### src/rtl/vga_pkg.sv
// Shared VGA constants: default timing, sync polarities and the bounce-box colours.
package vga_pkg;

    localparam int unsigned DEF_H_PIXELS = 640;
    localparam int unsigned DEF_V_PIXELS = 480;
    localparam logic        DEF_H_POL    = 1'b0;
    localparam logic        DEF_V_POL    = 1'b0;

    typedef struct packed {
        logic [7:0] r;
        logic [7:0] g;
        logic [7:0] b;
    } rgb_t;

    // Bit 2 = red, bit 1 = green, bit 0 = blue; index 0 is grey so the box never vanishes.
    localparam rgb_t PALETTE [8] = '{
        '{r: 8'h80, g: 8'h80, b: 8'h80},
        '{r: 8'h00, g: 8'h00, b: 8'hFF},
        '{r: 8'h00, g: 8'hFF, b: 8'h00},
        '{r: 8'h00, g: 8'hFF, b: 8'hFF},
        '{r: 8'hFF, g: 8'h00, b: 8'h00},
        '{r: 8'hFF, g: 8'h00, b: 8'hFF},
        '{r: 8'hFF, g: 8'hFF, b: 8'h00},
        '{r: 8'hFF, g: 8'hFF, b: 8'hFF}
    };

    localparam rgb_t GRID_RGB = '{r: 8'h40, g: 8'h40, b: 8'h40};
    localparam rgb_t BG_RGB   = '{r: 8'h00, g: 8'h00, b: 8'h30};

endpackage

### src/rtl/bounce_axis.sv
// One axis of the bouncing box: position, travel direction and wall-hit detection.
module bounce_axis #(
    parameter int unsigned LIMIT = 576,
    parameter int unsigned STEP  = 2
) (
    input  logic        pixel_clk,
    input  logic        reset,
    input  logic        tick,
    input  logic        hold,
    output logic [31:0] pos,
    output logic        hit
);

    logic        dir;
    logic [31:0] pos_next;
    logic        dir_next;

    // Next position: move by STEP, or clamp to the wall and turn around.
    always_comb begin
        pos_next = pos;
        dir_next = dir;
        hit      = 1'b0;
        if (tick && !hold) begin
            if (dir) begin
                if (pos + STEP > LIMIT) begin
                    pos_next = LIMIT;
                    dir_next = 1'b0;
                    hit      = 1'b1;
                end else begin
                    pos_next = pos + STEP;
                end
            end else begin
                if (pos < STEP) begin
                    pos_next = '0;
                    dir_next = 1'b1;
                    hit      = 1'b1;
                end else begin
                    pos_next = pos - STEP;
                end
            end
        end
    end

    // Position/direction state; restart at the origin moving increasing.
    always_ff @(posedge pixel_clk) begin
        if (reset) begin
            pos <= '0;
            dir <= 1'b1;
        end else begin
            pos <= pos_next;
            dir <= dir_next;
        end
    end

endmodule

### src/rtl/vga_bounce_generator.sv
// Pixel source drawing a bouncing, colour-cycling box over a grid; 2-stage aligned pipeline.
module vga_bounce_generator
    import vga_pkg::*;
#(
    parameter int unsigned H_PIXELS = DEF_H_PIXELS,
    parameter int unsigned V_PIXELS = DEF_V_PIXELS,
    parameter int unsigned BOX_SIZE = 64,
    parameter int unsigned STEP     = 2,
    parameter logic        H_POL    = DEF_H_POL,
    parameter logic        V_POL    = DEF_V_POL
) (
    input  logic        pixel_clk,
    input  logic        reset,
    input  logic        disp_ena,
    input  logic [31:0] row,
    input  logic [31:0] column,
    input  logic        h_sync_in,
    input  logic        v_sync_in,
    input  logic        n_blank_in,
    input  logic        n_sync_in,
    input  logic        freeze,
    output logic [7:0]  red,
    output logic [7:0]  green,
    output logic [7:0]  blue,
    output logic        h_sync,
    output logic        v_sync,
    output logic        n_blank,
    output logic        n_sync
);

    logic        v_sync_prev;
    logic        armed;
    logic        tick;
    logic [31:0] box_x;
    logic [31:0] box_y;
    logic        hit_x;
    logic        hit_y;
    logic [2:0]  colour_idx;
    logic        in_box;
    logic        on_grid;
    logic        s1_disp_ena;
    logic        s1_in_box;
    logic        s1_on_grid;
    logic        s1_h_sync;
    logic        s1_v_sync;
    logic        s1_n_blank;
    logic        s1_n_sync;
    rgb_t        pixel;

    // armed is low for the first cycle after reset so a v_sync already active at
    // release is not mistaken for a leading edge.
    assign tick = armed && (v_sync_prev != V_POL) && (v_sync_in == V_POL);

    // Frame-tick edge register.
    always_ff @(posedge pixel_clk) begin
        if (reset) begin
            v_sync_prev <= ~V_POL;
            armed       <= 1'b0;
        end else begin
            v_sync_prev <= v_sync_in;
            armed       <= 1'b1;
        end
    end

    bounce_axis #(
        .LIMIT (H_PIXELS - BOX_SIZE),
        .STEP  (STEP)
    ) u_axis_x (
        .pixel_clk (pixel_clk),
        .reset     (reset),
        .tick      (tick),
        .hold      (freeze),
        .pos       (box_x),
        .hit       (hit_x)
    );

    bounce_axis #(
        .LIMIT (V_PIXELS - BOX_SIZE),
        .STEP  (STEP)
    ) u_axis_y (
        .pixel_clk (pixel_clk),
        .reset     (reset),
        .tick      (tick),
        .hold      (freeze),
        .pos       (box_y),
        .hit       (hit_y)
    );

    // Colour advances once per bouncing tick, even when both axes hit (corner).
    always_ff @(posedge pixel_clk) begin
        if (reset) begin
            colour_idx <= '0;
        end else if (hit_x || hit_y) begin
            colour_idx <= colour_idx + 3'd1;
        end
    end

    assign in_box  = disp_ena
                     && (column >= box_x) && (column < box_x + BOX_SIZE)
                     && (row >= box_y) && (row < box_y + BOX_SIZE);
    assign on_grid = disp_ena && ((column[5:0] == 6'd0) || (row[5:0] == 6'd0));

    // Stage 1: pixel classification plus strobe delay.
    always_ff @(posedge pixel_clk) begin
        if (reset) begin
            s1_disp_ena <= 1'b0;
            s1_in_box   <= 1'b0;
            s1_on_grid  <= 1'b0;
            s1_h_sync   <= ~H_POL;
            s1_v_sync   <= ~V_POL;
            s1_n_blank  <= 1'b0;
            s1_n_sync   <= 1'b0;
        end else begin
            s1_disp_ena <= disp_ena;
            s1_in_box   <= in_box;
            s1_on_grid  <= on_grid;
            s1_h_sync   <= h_sync_in;
            s1_v_sync   <= v_sync_in;
            s1_n_blank  <= n_blank_in;
            s1_n_sync   <= n_sync_in;
        end
    end

    // Colour selection by priority: blanking, box, grid, background.
    always_comb begin
        pixel = '0;
        if (!s1_disp_ena) begin
            pixel = '0;
        end else if (s1_in_box) begin
            pixel = PALETTE[colour_idx];
        end else if (s1_on_grid) begin
            pixel = GRID_RGB;
        end else begin
            pixel = BG_RGB;
        end
    end

    // Stage 2: registered RGB and strobes leave together.
    always_ff @(posedge pixel_clk) begin
        if (reset) begin
            red     <= '0;
            green   <= '0;
            blue    <= '0;
            h_sync  <= ~H_POL;
            v_sync  <= ~V_POL;
            n_blank <= 1'b0;
            n_sync  <= 1'b0;
        end else begin
            red     <= pixel.r;
            green   <= pixel.g;
            blue    <= pixel.b;
            h_sync  <= s1_h_sync;
            v_sync  <= s1_v_sync;
            n_blank <= s1_n_blank;
            n_sync  <= s1_n_sync;
        end
    end

endmodule
### config.mk
export PLATFORM = sky130hd
export DESIGN_NAME = vga_bounce_generator
export DESIGN_NICKNAME = d
export VERILOG_FILES = /design/src/rtl/vga_pkg.sv /design/src/rtl/bounce_axis.sv /design/src/rtl/vga_bounce_generator.sv
export SDC_FILE = /design/constraint.sdc
export NUM_CORES = 1
export LEC_CHECK = 0
export ABC_AREA = 1
export CORE_MARGIN = 5
export CORE_UTILIZATION = 54
export CTS_CLUSTER_SIZE = 12
export DETAILED_ROUTE_END_ITERATION = 16
export GPL_ROUTABILITY_DRIVEN = 0
export HOLD_SLACK_MARGIN = 0.05
export PLACE_DENSITY = 0.9
export SLEW_MARGIN = 30
export SYNTH_ARGS = -nofsm -noshare
export SYNTH_HDL_FRONTEND = slang
export SYNTH_HIERARCHICAL = 1
export SYNTH_SLANG_ARGS = --single-unit
### constraint.sdc
create_clock -name pixel_clk -period 2.8 [get_ports pixel_clk]
set_clock_uncertainty 0.05 [all_clocks]
set_input_delay 0.7 -clock pixel_clk [delete_from_list [all_inputs] [get_ports pixel_clk]]
set_output_delay 0.7 -clock pixel_clk [all_outputs]
set_load 0.01 [all_outputs]
==> impl_metrics.ini, run 1 <==
[run_status]
run_status = finished with violations
violations = negative setup slack

[die]
die_area_sq_um = 23600
initial_core_util = 0.549
dieHeight_microns = 154
row_count = 52
core-area_sq_um = 20300
fp.dieW_microns = 154
io_pins = 100

[sta]
tightestPinTransition_ns = 0.601
slew_viol_final = 0
worst_slack_ns = -0.246
finalHoldViolCount = 0
relSlewSlack = 0.599
setup-violations-final = 1
timing.final.crit_share = 1.09
whs_ns = 0.369
rsz0062_at_grt = true
clock.fmax_ghz = 0.328
finalWorstPathRequiredPeriod_ns = 3.05

[logic_synthesis]
synth-seq-cells = 89
yosysSeqAreaShare = 0.160
synth_area_per_cell_sq_um = 6.21
synth_area_sq_um = 11100
synth_cell_types = 51
syn_nets = 1991
syn_inst = 1793
ys_warn_count = 6

[worst_hold_path]
hold_path.class = reg -> reg
whs_path_depth = 2

[finish]
multi_input_area_sq_um = 8290
fin_nets = 2148
layout_commonest_cell = nand2_1
fill_cells = 1618
n_antenna_cell = 0
final-seq-area_sq_um = 1820
drive_gt1_frac = 0.151
area_growth_pct = 20.8
most-common-layout-cells = nand2_1, inv_1, nor2_1, ha_1, a21oi_1
fin_cells = 2224

[worst_setup_path]
cp-end-kind = register
critical_path.cell_chain = ha_4 -> nand3_4 -> nor2_4 -> nand3_4 -> nor2_4 -> nand2_2 -> nor2_4 -> nand2_4 -> nor2_4 -> nand2_2 -> xor2_1 -> ha_1 -> nand4_1 -> or2_2 -> nor3_2 -> nand2_1 -> nand3_1 -> nor3_1
cp.arrival_ns = 3.23
crit_top_cell = nor2_4
crit_required_ns = 2.98
slowest_delay_ns = 0.37
crit_path_top_delay_cell = dfxtp_4
startpoint_type = register
worstRegToRegCells = 18
path_max_fanout = 3
worstSetupPathType = reg -> reg

[global_routing]
grt_usage = 0.275
first_global_vias = 12000
grt_max_degree = 35
gr-total-overflow = 0
antenna_found_initial = 1
grt_pass1_wl_microns = 55600

[cts]
clock_path_buffers = 2
cts_root_buffer = clkbuf_16
clkSinkCount = 89
htreeDepth = 3
hold_buffers = 0
cts_buffers = 9
cts_tree = yes
clk_pin_slew_ns = 0.08
clk_latency_ns = 0.35

[drt]
drt-met1-wl_microns = 13300
post_drt_via_cell_ratio = 5.74
route.met3.wl_microns = 3750
vias = 12800
routed_wl_microns = 34500
dr.max_layer_used = met4
drt_iter0_drc = 1660
final_antenna_net_count = 0
dr.pass1.iters = 8
met2_length_microns = 15900
drc = 0
wl_per_cell_microns = 15.5

[power]
p_leak_nw = 5.94
p_per_area_nw_per_um2 = 308
ir_drop_mv = 0.311

[placed_design]
place_inst = 2196
post-dp-hpwl_microns = 26500
port_buffers = 99

[flow_run]
cap_violations = 0
-- registers in the layout, summed over array words and instances (netlist names), 3 cells and up --
signal and flops:
u_axis_x/pos 31, u_axis_y/pos 31, blue 4, colour_idx 3, green 3, red 3
-- power breakdown --
part	leakage, nW	internal [mW]	switching [mW]
registers	0.739	1.32	0.0748
clock network	0.137	0.611	0.570
logic	5.06	0.623	0.940
-- critical path, delay by kind of cell (launching register included) --
kind	cells	cell delay (ns)
DFF	1	0.37
adders and majority gates	2	0.52
and+or+nand+nor	15	1.83
xor gates and xnor gates	1	0.14
-- logic make-up after synthesis --
kind of cell	synth area share
xor+xnor	0.0842
compound gates	0.115
other cells	0.000674
flops	0.160
fa+ha+maj	0.142
buf+inv	0.114
simple gates	0.384
-- cells in the mapped netlist, drive strengths merged --
cell type / count / share of area
o22ai: 1 / 0.00056
nand2: 449 / 0.16
xor2: 102 / 0.080
nor3: 39 / 0.022
clkinv: 1 / 0.00034
nor4: 9 / 0.0070
xnor2: 5 / 0.0039
conb: 2 / 0.00067
ha: 126 / 0.14
a21oi: 114 / 0.052
o21bai: 1 / 0.00067
nand4: 34 / 0.020
nand3: 106 / 0.054
o2111a: 1 / 0.0010
a21o: 4 / 0.0027
a31oi: 4 / 0.0022
o31ai: 1 / 0.00067
or2: 5 / 0.0028
a21boi: 2 / 0.0013
o21ai: 77 / 0.035
inv: 247 / 0.083
nor3b: 1 / 0.0011
nor2: 277 / 0.11
o21a: 7 / 0.0047
buf: 38 / 0.022
a211oi: 21 / 0.014
dfxtp: 89 / 0.16
clkbuf: 19 / 0.0067
and2: 1 / 0.00056
nand3b: 8 / 0.0065
dlygate4sd1: 2 / 0.0016
-- path summary, 6_finish.rpt --
kind                     to  slack, ns             from
setup reg to reg  s1_in_box      -0.25  u_axis_x/pos[6]
hold / removal       n_sync       0.37        s1_n_sync
hold reg to reg      n_sync       0.37        s1_n_sync
setup / recovery  s1_in_box      -0.25  u_axis_x/pos[6]
-- through the flow --
| step | power [mW] | TNS (ns) | utilization | worst slack [ns] | cell area [sq um] |
|---|---|---|---|---|---|
| 3_3_place_gp | 2.81 | 0 | 0.632 | 0.0410 | 12800 |
| 4_1_cts | 4.05 | -0.157 | 0.648 | -0.157 | 13100 |
| 2_1_floorplan | 2.38 | 0 | - | 0.00414 | 11100 |
| 6_report | 4.14 | -0.246 | 0.663 | -0.246 | 13500 |
| 3_5_place_dp | 2.88 | -0.133 | 0.632 | -0.133 | 12800 |
| 5_1_grt | 4.36 | -0.558 | 0.663 | -0.451 | 13500 |
-- metal layers --
metal,GRT usage,up-vias
met5,0,-
met4,0.116,0
met3,0.0512,172
met2,0.465,821
met1,0.342,5705
li1,-,6065
-- timing repair --
| action | in CTS | in global routing |
|---|---|---|
| buffers inserted | 2 | 11 |
| pin swaps | 4 | 18 |
| gates resized for setup | 6 | 74 |
| endpoints found under the hold margin | 0 | 0 |
| endpoints found under the setup margin | 1 | 5 |
-- final cells by class --
cell class	instances	area share
Tap cell	270	0.0251
Multi-Input combinational cell	1397	0.616
Inverter	248	0.0692
Clock buffer	9	0.0167
Clock inverter	6	0.00363
Sequential cell	89	0.136
Timing Repair Buffer	205	0.133
No activity file was read; power rests on OpenSTA's default activity.
==> run 2: changes to the inputs <==
REMOVE_ABC_BUFFERS = 1   (was unset)
==> run 2 against run 1 <==
Compared with the run above:
- the flow still finishes with violations (negative setup slack)
- routed wire length is 1.3% lower
- hold slack worse by 0.0067 ns
- cell count hardly changed
- via count is 1.0% lower
- flip-flop and latch count stayed put
- combinational power hardly changed
- register-to-register slack better by 0.07 ns
- largest power group unchanged
==> impl_metrics.ini, run 2 (synthesis results as in run 1) <==
[run_status]
run_status = finished with violations
violations = negative setup slack

[global_routing]
antenna_found_initial = 0
grt_max_degree = 35
gr-total-overflow = 0
first_global_vias = 12100
grt_usage = 0.279
grt_pass1_wl_microns = 55700

[placed_design]
post-dp-hpwl_microns = 26800
port_buffers = 99
place_inst = 2209
place_ws_ns = -0.120

[power]
p_per_area_nw_per_um2 = 315
p_leak_nw = 5.93
p_seq_frac = 0.331
switching_share = 0.388
p_int_mw = 2.57
switching_power_mw = 1.63
ir_drop_mv = 0.319
combinationalPowerShare = 0.370
power_frac_clock = 0.300

[cts]
cts_root_buffer = clkbuf_16
clk_latency_ns = 0.37
cts_tree = yes
clock_path_buffers = 2
clkSinkCount = 89
clk_pin_slew_ns = 0.08
cts_buffers = 9
htreeDepth = 3

[flow_run]
cap_violations = 0

[sta]
worst_slack_ns = -0.175
finalWorstPathRequiredPeriod_ns = 2.97
rsz0062_at_grt = true
setup-violations-final = 1
clock.fmax_ghz = 0.336
tightestPinTransition_ns = 0.655
slew_viol_final = 0
finalHoldViolCount = 0
relSlewSlack = 0.563
timing.final.crit_share = 1.06
timing.setup.tns_ns = -0.175
whs_ns = 0.362

[worst_setup_path]
path_max_fanout = 8
slowest_delay_ns = 0.36
critical_path.cell_chain = buf_4 -> nand3_2 -> nor2_2 -> nand2_2 -> nor2_4 -> nand4_1 -> nor3_2 -> nand2_1 -> xor2_1 -> ha_1 -> nor2_1 -> nand3_1 -> nor2_1 -> nand2_1 -> nor2_1 -> nand3_1 -> nor2_1 -> nand3_1 -> nor3_1
worstSetupPathType = reg -> reg
crit_required_ns = 3.04
rrSetupSlack_ns = -0.17
critPathCapture = s1_in_box
timing.rr.end = s1_in_box
cp.arrival_ns = 3.22
cp-end-kind = register
crit_path_top_delay_cell = dfxtp_2
crit_top_cell = nor2_1
r2r-start = u_axis_x/pos[7]
worstRegToRegCells = 19
startpoint_type = register
startpoint = u_axis_x/pos[7]

[die]
fp.dieW_microns = 154
io_pins = 100
initial_core_util = 0.549
dieHeight_microns = 154
row_count = 52
die_area_sq_um = 23600
core-area_sq_um = 20300

[finish]
layout_commonest_cell = nand2_1
most-common-layout-cells = nand2_1, inv_1, nor2_1, ha_1, a21oi_1
reg_top3 = u_axis_x/pos (31), u_axis_y/pos (31), blue (4)
drive_gt1_frac = 0.134
n_antenna_cell = 0
fin_nets = 2149
fin_cells = 2226
area_growth_pct = 19.6
fill_cells = 1673
utilization = 0.656

[drt]
post_drt_via_cell_ratio = 5.68
dr.pass1.iters = 10
vias = 12600
final_antenna_net_count = 0
routed_wl_microns = 34100
drt_iter0_drc = 1460
wl_per_cell_microns = 15.3
drc = 0

[worst_hold_path]
hold_path.class = reg -> reg
-- run 2: worst min-delay path by stage --
| stage | from | end | slack, ns | cells past startpoint |
|---|---|---|---|---|
| 6_report | s1_n_sync | n_sync | 0.36 | 2 |
| 5_1_grt | s1_n_sync | n_sync | 0.39 | 2 |
| 4_1_cts | s1_n_sync | n_sync | 0.36 | 2 |
| 3_5_place_dp | s1_n_sync | n_sync | 0.35 | 2 |
| 3_3_place_gp | s1_n_sync | n_sync | 0.34 | 2 |
| 2_1_floorplan | s1_n_blank | n_blank | 0.34 | 2 |
-- run 2: power groups by stage --
| stage | clock network (mW) | logic (mW) | registers [mW] |
|---|---|---|---|
| floorplan | 0 | 0.917 | 1.44 |
| global placement | 0 | 1.43 | 1.41 |
| detailed placement | 0 | 1.49 | 1.41 |
| CTS | 1.27 | 1.51 | 1.38 |
| global route | 1.33 | 1.71 | 1.39 |
| finish | 1.26 | 1.55 | 1.39 |
-- run 2: per-layer routing --
metal | up-vias | global-route usage | share of wire
met4 | 0 | 0.138 | 0.043
met5 | - | 0 | 0
li1 | 6064 | - | -
met3 | 142 | 0.0554 | 0.11
met2 | 736 | 0.452 | 0.44
met1 | 5692 | 0.353 | 0.41
-- run 2: through the flow --
step	total power, mW	instance area (sq um)
final	4.20	13300
after detailed placement	2.90	12900
after global placement	2.84	12900
after global routing	4.44	13300
after floorplan	2.35	10800
after CTS	4.16	13300
-- run 2: worst max-delay path: cells and delay by family, from the launching register on --
family,cells,cell delay (ns)
adders and majority gates,1,0.19
DFF,1,0.36
buffers and inverters,1,0.17
xor gates and xnor gates,1,0.15
and+or+nand+nor,16,1.97
-- run 2: timing repair --
action	in CTS	in global routing
hold buffers	0	0
setup endpoints to repair	1	4
pin swaps	6	6
resized for setup	12	18
setup buffers	1	0
-- run 2: area by class of cell --
class                   instances  area, sq um  area share
multi-input cells            1397         8170       0.614
flip-flops and latches         89         1790       0.135
repair buffers                206         1790       0.134
inverters                     248          931      0.0699
well taps                     270          338      0.0254
clock buffers                   9          225      0.0169
clock inverters                 7         68.8     0.00517
